**src/rtl/wb_port_arbiter_pkg.sv**
```systemverilog
// rtl/wb_port_arbiter_pkg.sv - shared types and constants for the write-back port arbiter
package wb_port_arbiter_pkg;

  // Datapath defaults shared with the register-file write port
  localparam int WB_DATA_W = 64;
  localparam int WB_RD_W   = 5;

  // Write-back mux select encoding
  localparam logic SEL_A = 1'b0;
  localparam logic SEL_B = 1'b1;

  // Which port currently holds the burst
  typedef enum logic [1:0] {
    IDLE  = 2'd0,
    OWN_A = 2'd1,
    OWN_B = 2'd2
  } owner_t;

endpackage

```
**src/rtl/wb_port_arbiter_if.sv**
```systemverilog
// rtl/wb_port_arbiter_if.sv - request ports and register-file write port bundle
interface wb_port_arbiter_if
  import wb_port_arbiter_pkg::*;
#(
  parameter int DATA_W = WB_DATA_W,
  parameter int RD_W   = WB_RD_W
);

  logic              a_valid;
  logic              a_ready;
  logic [DATA_W-1:0] a_data;
  logic [RD_W-1:0]   a_rd;

  logic              b_valid;
  logic              b_ready;
  logic [DATA_W-1:0] b_data;
  logic [RD_W-1:0]   b_rd;

  logic              out_valid;
  logic              out_ready;
  logic              out_sel;
  logic [DATA_W-1:0] out_data;
  logic [RD_W-1:0]   out_rd;

  // Requesters plus register file: drive requests and consume the held write
  modport master (
    output a_valid, a_data, a_rd,
    output b_valid, b_data, b_rd,
    output out_ready,
    input  a_ready, b_ready,
    input  out_valid, out_sel, out_data, out_rd
  );

  // Arbiter side
  modport slave (
    input  a_valid, a_data, a_rd,
    input  b_valid, b_data, b_rd,
    input  out_ready,
    output a_ready, b_ready,
    output out_valid, out_sel, out_data, out_rd
  );

endinterface

```
**src/rtl/wb_port_arbiter_pick.sv**
```systemverilog
// rtl/wb_port_arbiter_pick.sv - combinational burst-limited round-robin winner selection
module wbarb_pick
  import wb_port_arbiter_pkg::*;
#(
  parameter int MAX_BURST = 4,
  parameter int CNT_W     = $clog2(MAX_BURST + 1)
) (
  input  owner_t           owner,
  input  logic [CNT_W-1:0] cnt,
  input  logic             last_winner,
  input  logic             a_valid,
  input  logic             b_valid,
  output logic             winner,
  output logic             winner_valid
);

  localparam logic [CNT_W-1:0] MAX_CNT = CNT_W'(MAX_BURST);

  // The owner may keep going below the burst limit, or past it when nobody else waits
  logic may_extend;
  assign may_extend = (cnt < MAX_CNT);

  // Owner continuation first, then round-robin tie-break, then the lone requester
  always_comb begin
    winner       = SEL_A;
    winner_valid = 1'b0;
    if (owner == OWN_A && a_valid && (may_extend || !b_valid)) begin
      winner       = SEL_A;
      winner_valid = 1'b1;
    end else if (owner == OWN_B && b_valid && (may_extend || !a_valid)) begin
      winner       = SEL_B;
      winner_valid = 1'b1;
    end else if (a_valid && b_valid) begin
      winner       = ~last_winner;
      winner_valid = 1'b1;
    end else if (a_valid) begin
      winner       = SEL_A;
      winner_valid = 1'b1;
    end else if (b_valid) begin
      winner       = SEL_B;
      winner_valid = 1'b1;
    end
  end

endmodule

```
**src/rtl/wb_port_arbiter.sv**
```systemverilog
// rtl/wb_port_arbiter.sv - two-port register-file write arbiter with one-entry output stage
module wb_port_arbiter
  import wb_port_arbiter_pkg::*;
#(
  parameter int DATA_W    = WB_DATA_W,
  parameter int RD_W      = WB_RD_W,
  parameter int MAX_BURST = 4
) (
  input  logic                clk,
  input  logic                rst_n,
  wb_port_arbiter_if.slave    bus
);

  localparam int               CNT_W   = $clog2(MAX_BURST + 1);
  localparam logic [CNT_W-1:0] MAX_CNT = CNT_W'(MAX_BURST);
  localparam logic [CNT_W-1:0] ONE_CNT = CNT_W'(1);

  owner_t            owner;
  logic [CNT_W-1:0]  cnt;
  logic              last_winner;
  logic              out_valid_q;
  logic              out_sel_q;
  logic [DATA_W-1:0] out_data_q;
  logic [RD_W-1:0]   out_rd_q;

  logic              load_ok;
  logic              winner;
  logic              winner_valid;
  logic              take;
  logic              same_owner;

  // Stage can accept when empty or being drained this cycle
  assign load_ok = !out_valid_q || bus.out_ready;

  // rst_n gates the readies so nothing is accepted while reset is held
  assign take        = rst_n && load_ok && winner_valid;
  assign bus.a_ready = take && (winner == SEL_A);
  assign bus.b_ready = take && (winner == SEL_B);

  assign same_owner = ((winner == SEL_A) && (owner == OWN_A)) ||
                      ((winner == SEL_B) && (owner == OWN_B));

  wbarb_pick #(
    .MAX_BURST (MAX_BURST),
    .CNT_W     (CNT_W)
  ) u_pick (
    .owner        (owner),
    .cnt          (cnt),
    .last_winner  (last_winner),
    .a_valid      (bus.a_valid),
    .b_valid      (bus.b_valid),
    .winner       (winner),
    .winner_valid (winner_valid)
  );

  // Ownership FSM, burst counter and registered write-back entry
  always_ff @(posedge clk or negedge rst_n) begin
    if (!rst_n) begin
      owner       <= IDLE;
      cnt         <= '0;
      last_winner <= SEL_B;
      out_valid_q <= 1'b0;
      out_sel_q   <= SEL_A;
      out_data_q  <= '0;
      out_rd_q    <= '0;
    end else if (load_ok) begin
      if (winner_valid) begin
        out_valid_q <= 1'b1;
        out_sel_q   <= winner;
        out_data_q  <= (winner == SEL_B) ? bus.b_data : bus.a_data;
        out_rd_q    <= (winner == SEL_B) ? bus.b_rd : bus.a_rd;
        last_winner <= winner;
        owner       <= (winner == SEL_B) ? OWN_B : OWN_A;
        if (same_owner) begin
          cnt <= (cnt == MAX_CNT) ? cnt : cnt + ONE_CNT;
        end else begin
          cnt <= ONE_CNT;
        end
      end else begin
        out_valid_q <= 1'b0;
        owner       <= IDLE;
        cnt         <= '0;
      end
    end
  end

  assign bus.out_valid = out_valid_q;
  assign bus.out_sel   = out_sel_q;
  assign bus.out_data  = out_data_q;
  assign bus.out_rd    = out_rd_q;

endmodule

```
**src/flat_wrapper.sv**
```systemverilog
// flat-port wrapper written by rule: the top's interface ports become plain ports
module wb_port_arbiter_flat import wb_port_arbiter_pkg::*;
#(
  parameter int DATA_W    = WB_DATA_W,
  parameter int RD_W      = WB_RD_W,
  parameter int MAX_BURST = 4
)
  (clk, rst_n, bus_a_valid, bus_a_data, bus_a_rd, bus_b_valid, bus_b_data, bus_b_rd, bus_out_ready, bus_a_ready, bus_b_ready, bus_out_valid, bus_out_sel, bus_out_data, bus_out_rd);
  wb_port_arbiter_if #(.DATA_W(DATA_W), .RD_W(RD_W)) bus_i ();
  input  logic clk;
  input  logic rst_n;
  input wire logic [$bits(bus_i.a_valid)-1:0] bus_a_valid;
  input wire logic [$bits(bus_i.a_data)-1:0] bus_a_data;
  input wire logic [$bits(bus_i.a_rd)-1:0] bus_a_rd;
  input wire logic [$bits(bus_i.b_valid)-1:0] bus_b_valid;
  input wire logic [$bits(bus_i.b_data)-1:0] bus_b_data;
  input wire logic [$bits(bus_i.b_rd)-1:0] bus_b_rd;
  input wire logic [$bits(bus_i.out_ready)-1:0] bus_out_ready;
  output wire logic [$bits(bus_i.a_ready)-1:0] bus_a_ready;
  output wire logic [$bits(bus_i.b_ready)-1:0] bus_b_ready;
  output wire logic [$bits(bus_i.out_valid)-1:0] bus_out_valid;
  output wire logic [$bits(bus_i.out_sel)-1:0] bus_out_sel;
  output wire logic [$bits(bus_i.out_data)-1:0] bus_out_data;
  output wire logic [$bits(bus_i.out_rd)-1:0] bus_out_rd;
  assign bus_i.a_valid = bus_a_valid;
  assign bus_i.a_data = bus_a_data;
  assign bus_i.a_rd = bus_a_rd;
  assign bus_i.b_valid = bus_b_valid;
  assign bus_i.b_data = bus_b_data;
  assign bus_i.b_rd = bus_b_rd;
  assign bus_i.out_ready = bus_out_ready;
  assign bus_a_ready = bus_i.a_ready;
  assign bus_b_ready = bus_i.b_ready;
  assign bus_out_valid = bus_i.out_valid;
  assign bus_out_sel = bus_i.out_sel;
  assign bus_out_data = bus_i.out_data;
  assign bus_out_rd = bus_i.out_rd;
  wb_port_arbiter #(.DATA_W(DATA_W), .RD_W(RD_W), .MAX_BURST(MAX_BURST)) u_core (.clk(clk), .rst_n(rst_n), .bus(bus_i));
endmodule
```
**config.mk**
```make
export PLATFORM = sky130hd
export DESIGN_NAME = wb_port_arbiter_flat
export DESIGN_NICKNAME = d
export VERILOG_FILES = /design/src/rtl/wb_port_arbiter_pkg.sv /design/src/rtl/wb_port_arbiter_if.sv /design/src/rtl/wb_port_arbiter_pick.sv /design/src/rtl/wb_port_arbiter.sv /design/src/flat_wrapper.sv
export SDC_FILE = /design/constraint.sdc
export NUM_CORES = 1
export LEC_CHECK = 0
export CAP_MARGIN = 40
export CORE_MARGIN = 10
export CORE_UTILIZATION = 41
export DETAILED_ROUTE_END_ITERATION = 6
export GPL_TIMING_DRIVEN = 0
export PLACE_DENSITY = 0.86
export SLEW_MARGIN = 5
export SYNTH_ARGS = -nofsm -noshare
export SYNTH_HDL_FRONTEND = slang
export SYNTH_HIERARCHICAL = 1
export SYNTH_SLANG_ARGS = --single-unit
```
**constraint.sdc**
```tcl
create_clock -name clk -period 2.9 [get_ports clk]
set_clock_uncertainty 0.1 [all_clocks]
set_input_delay 0.58 -clock clk [delete_from_list [all_inputs] [get_ports clk]]
set_output_delay 0.58 -clock clk [all_outputs]
set_load 0.05 [all_outputs]
```
==> metrics.log <==
[metrics] critical path capture point type: output pin
[metrics] largest net degree at the start of global routing: 41
[metrics] hold buffer count at cts: 0
[metrics] Worst Path Arrival: 2.03 ns
[metrics] unrepaired setup endpoints after global routing: no
[metrics] total vias in the final route: 3464
[metrics] Tcrit/Tclk final: 93.3%
[metrics] count of input and output buffers: 215
[metrics] transition time of the tightest slew-check pin: 0.560 ns
[metrics] peak clock frequency supported by timing: 370 MHz
[metrics] post-synthesis async set-or-reset flop share: 100%
[metrics] P_leak: 2.72 nW
[metrics] sum of net half-perimeters after detailed placement: 10.4 mm
[metrics] DIE WIDTH: 116 µm
[metrics] number of primary I/O pins: 216
[metrics] number of nets in the final layout: 730
[metrics] global-route wire length before repair: 19.5 mm
[metrics] final period demand of the worst path: 2.71 ns
[metrics] count of cell types in the netlist: 29
[metrics] die area: 0.0134 mm²
[metrics] run status: completed
[metrics] Placed Instance Area: 0.00606 mm²
[metrics] RePlAce Congestion: 0.787
[metrics] number of global-route vias before repair: 3723
[metrics] synthesized netlist net count: 495
[metrics] Max Fanout on Critical Path: 10
[metrics] wire length after detailed routing: 12.9 mm
[metrics] number of optimization iterations in the first detailed-route pass: 4
[metrics] final setup violation count: 0
[metrics] sequential cell area: 0.00193 mm²
[metrics] flip-flop and latch count after synthesis: 77
[metrics] antenna diode instance count: 0
[metrics] clock tree root buffer cell: clkbuf_8
[metrics] overflow left after global routing: 0
[metrics] cell type with the largest total area after synthesis: dfrtp_1
[metrics] worst vdd rail ir drop: 0.000347 V
[metrics] clock buffer count from CTS: 9
[metrics] non-filler instance count after layout: 697
[metrics] final cell area excluding filler cells: 0.00639 mm²
[metrics] count of nets left with antenna violations after detail routing: 0
[metrics] maximum clock insertion buffer count: 2
[metrics] launching element type of the critical path: input port
[metrics] most common library cell in the layout ignoring fill and taps: clkdlybuf4s50_1
[metrics] share of cells above drive strength 1: 12.9%
[metrics] clock slew at the register clock pins of the worst setup and hold paths: 0.08 ns
[metrics] GRT Overall Usage: 18.5%
[metrics] Sinks on Clock Net: 77
[metrics] Post-Place Cells: 674
[metrics] total power density per cell area: 626 mW/mm²
[metrics] total area of multi-input combinational cells: 0.00162 mm²
[metrics] MaxCap Viol Count: 0
[metrics] dominant synthesized flop cell: dfrtp_1
[metrics] instance count of the mapped netlist: 350
[metrics] synth-to-layout area growth: 70.2%
[metrics] starting density of the core: 42.7%
[metrics] path class of the lowest-slack min-delay path: input port to async pin
[metrics] DRC errors left: 0
[metrics] sequential share of the synthesized area: 51.3%
[metrics] share of the synthesized area in the top cell type: 50.6%
[metrics] post-synthesis average cell area: 10.7 µm²
[metrics] First DRT Iteration DRCs: 86
[metrics] core utilization of the finished layout: 72.6%
[metrics] total of warnings raised by yosys: 6
[metrics] number of levels in the clock H-tree: 3
[metrics] average wire length per cell after detail routing: 18.5 µm
[metrics] standard-cell rows: 34
[metrics] Die Height: 116 µm
[metrics] hold violation count in the final report: 0
[metrics] area of the mapped netlist: 0.00376 mm²
[metrics] CTS tree: built
[metrics] commonest cells after routing, fill and taps aside: clkdlybuf4s50_1, dfrtp_1, nor2_1
[metrics] final number of max-transition violations: 0
[metrics] critical setup path kind: input port to output pin
[metrics] required time worst endpoint: 2.22 ns
[metrics] initial antenna violation count: 0
[metrics] Max transition margin: 62.5%
[metrics] clock latency at the later pin of the worst-skew pair: 0.33 ns
[metrics] number of synthesized flops with an enable pin: 0
[metrics] fillers: 643
[metrics] placeable core region: 0.00881 mm²
[metrics] main area contributors after synthesis: dfrtp_1, mux2i_1, nor2_1
[metrics] routed via count divided by cell count: 4.97
==> power breakdown <==
| group | internal, mW | total [mW] | switching [mW] |
|---|---|---|---|
| Sequential | 1.25 | 1.35 | 0.0987 |
| Combinational | 0.697 | 1.74 | 1.05 |
| Clock | 0.530 | 0.907 | 0.377 |
| Total | 2.48 | 4.00 | 1.52 |
==> registers in the layout, indices dropped and copies added (netlist names) <==
name / cells
u_core/cnt: 3
u_core/bus.out_valid: 1
u_core/bus.out_rd: 5
u_core/last_winner: 1
u_core/bus.out_data: 64
u_core/owner: 2
u_core/bus.out_sel: 1
==> cells by family after synthesis <==
logic type               count (synthesis)  share of synthesized area [%]
AO/OA/AOI/OAI                           82                           13.5
multiplexers                            69                           18.4
buffers and inverters                   27                           5.59
adder cells (fa/ha/maj)                  2                          0.666
AND/OR/NAND/NOR                         93                           10.6
flip-flops                              77                           51.3
==> critical path, stage by stage <==
cell and delay (ns):
clkdlybuf4s50_1 0.52, nor2b_4 0.05, buf_6 0.14, nor2_8 0.11
buf_12 0.13, buf_12 0.12, nand2_1 0.06, nor2_2 0.14
buf_6 0.16
==> through the flow <==
stage	setup TNS, ns	hold WS, ns	power (mW)	setup slack, ns
3_5_place_dp	-1.32	0.382	3.11	-0.683
3_3_place_gp	-120.49	0.374	3.06	-2.61
2_1_floorplan	0	0.184	2.40	0.264
6_report	0	0.113	4.00	0.194
5_1_grt	0	0.128	4.19	0.0917
4_1_cts	0	0.116	4.02	0.00546
==> cell usage after synthesis (2+ instances only) <==
library cell,instances
and3_1,2
mux2i_1,69
nand2b_1,2
dfrtp_1,76
buf_4,9
buf_6,9
a21oi_1,52
a31oi_1,2
nor2_1,71
ha_1,2
inv_1,3
buf_2,6
a21oi_2,19
o21ai_0,3
nand2_1,11
==> timing repair <==
action                     4_1_cts  5_1_grt
pin swaps                        1        3
cloned                           0        1
setup endpoints to repair        2        1
resized for setup               14        7
buffers inserted                 2        6
==> metal layers <==
| layer | share of wire [%] | GRT usage, % | up-vias |
|---|---|---|---|
| li1 | - | - | 1673 |
| met1 | 36 | 19.1 | 1639 |
| met2 | 52 | 33.3 | 144 |
| met3 | 11 | 8.48 | 8 |
| met4 | 0.78 | 4.75 | 0 |
| met5 | 0 | 0 | - |
==> layout make-up <==
type | instances | area share (%)
Timing Repair Buffer | 225 | 35.3
Clock buffer | 12 | 2.43
Tap cell | 108 | 2.11
Inverter | 3 | 0.235
Sequential cell | 77 | 30.2
Clock inverter | 3 | 1.08
Multi-Input combinational cell | 246 | 25.4
Buffer | 23 | 3.31
==> worst paths after layout <==
path	cells past startpoint	slack, ns	startpoint	end
min	1	0.11	rst_n	u_core/bus.out_data[35]$_DFFE_PN0P_
min reg2reg	2	0.39	u_core/last_winner$_DFFE_PN1P_	u_core/last_winner$_DFFE_PN1P_
min in group clk	2	0.39	u_core/last_winner$_DFFE_PN1P_	u_core/last_winner$_DFFE_PN1P_
max	9	0.19	bus_out_ready	bus_a_ready
max reg2reg	6	0.85	u_core/cnt[2]$_DFFE_PN0P_	u_core/bus.out_data[47]$_DFFE_PN0P_
max in group asynchronous	2	1.99	rst_n	u_core/bus.out_data[22]$_DFFE_PN0P_
Power figures use the tool's default switching activity.
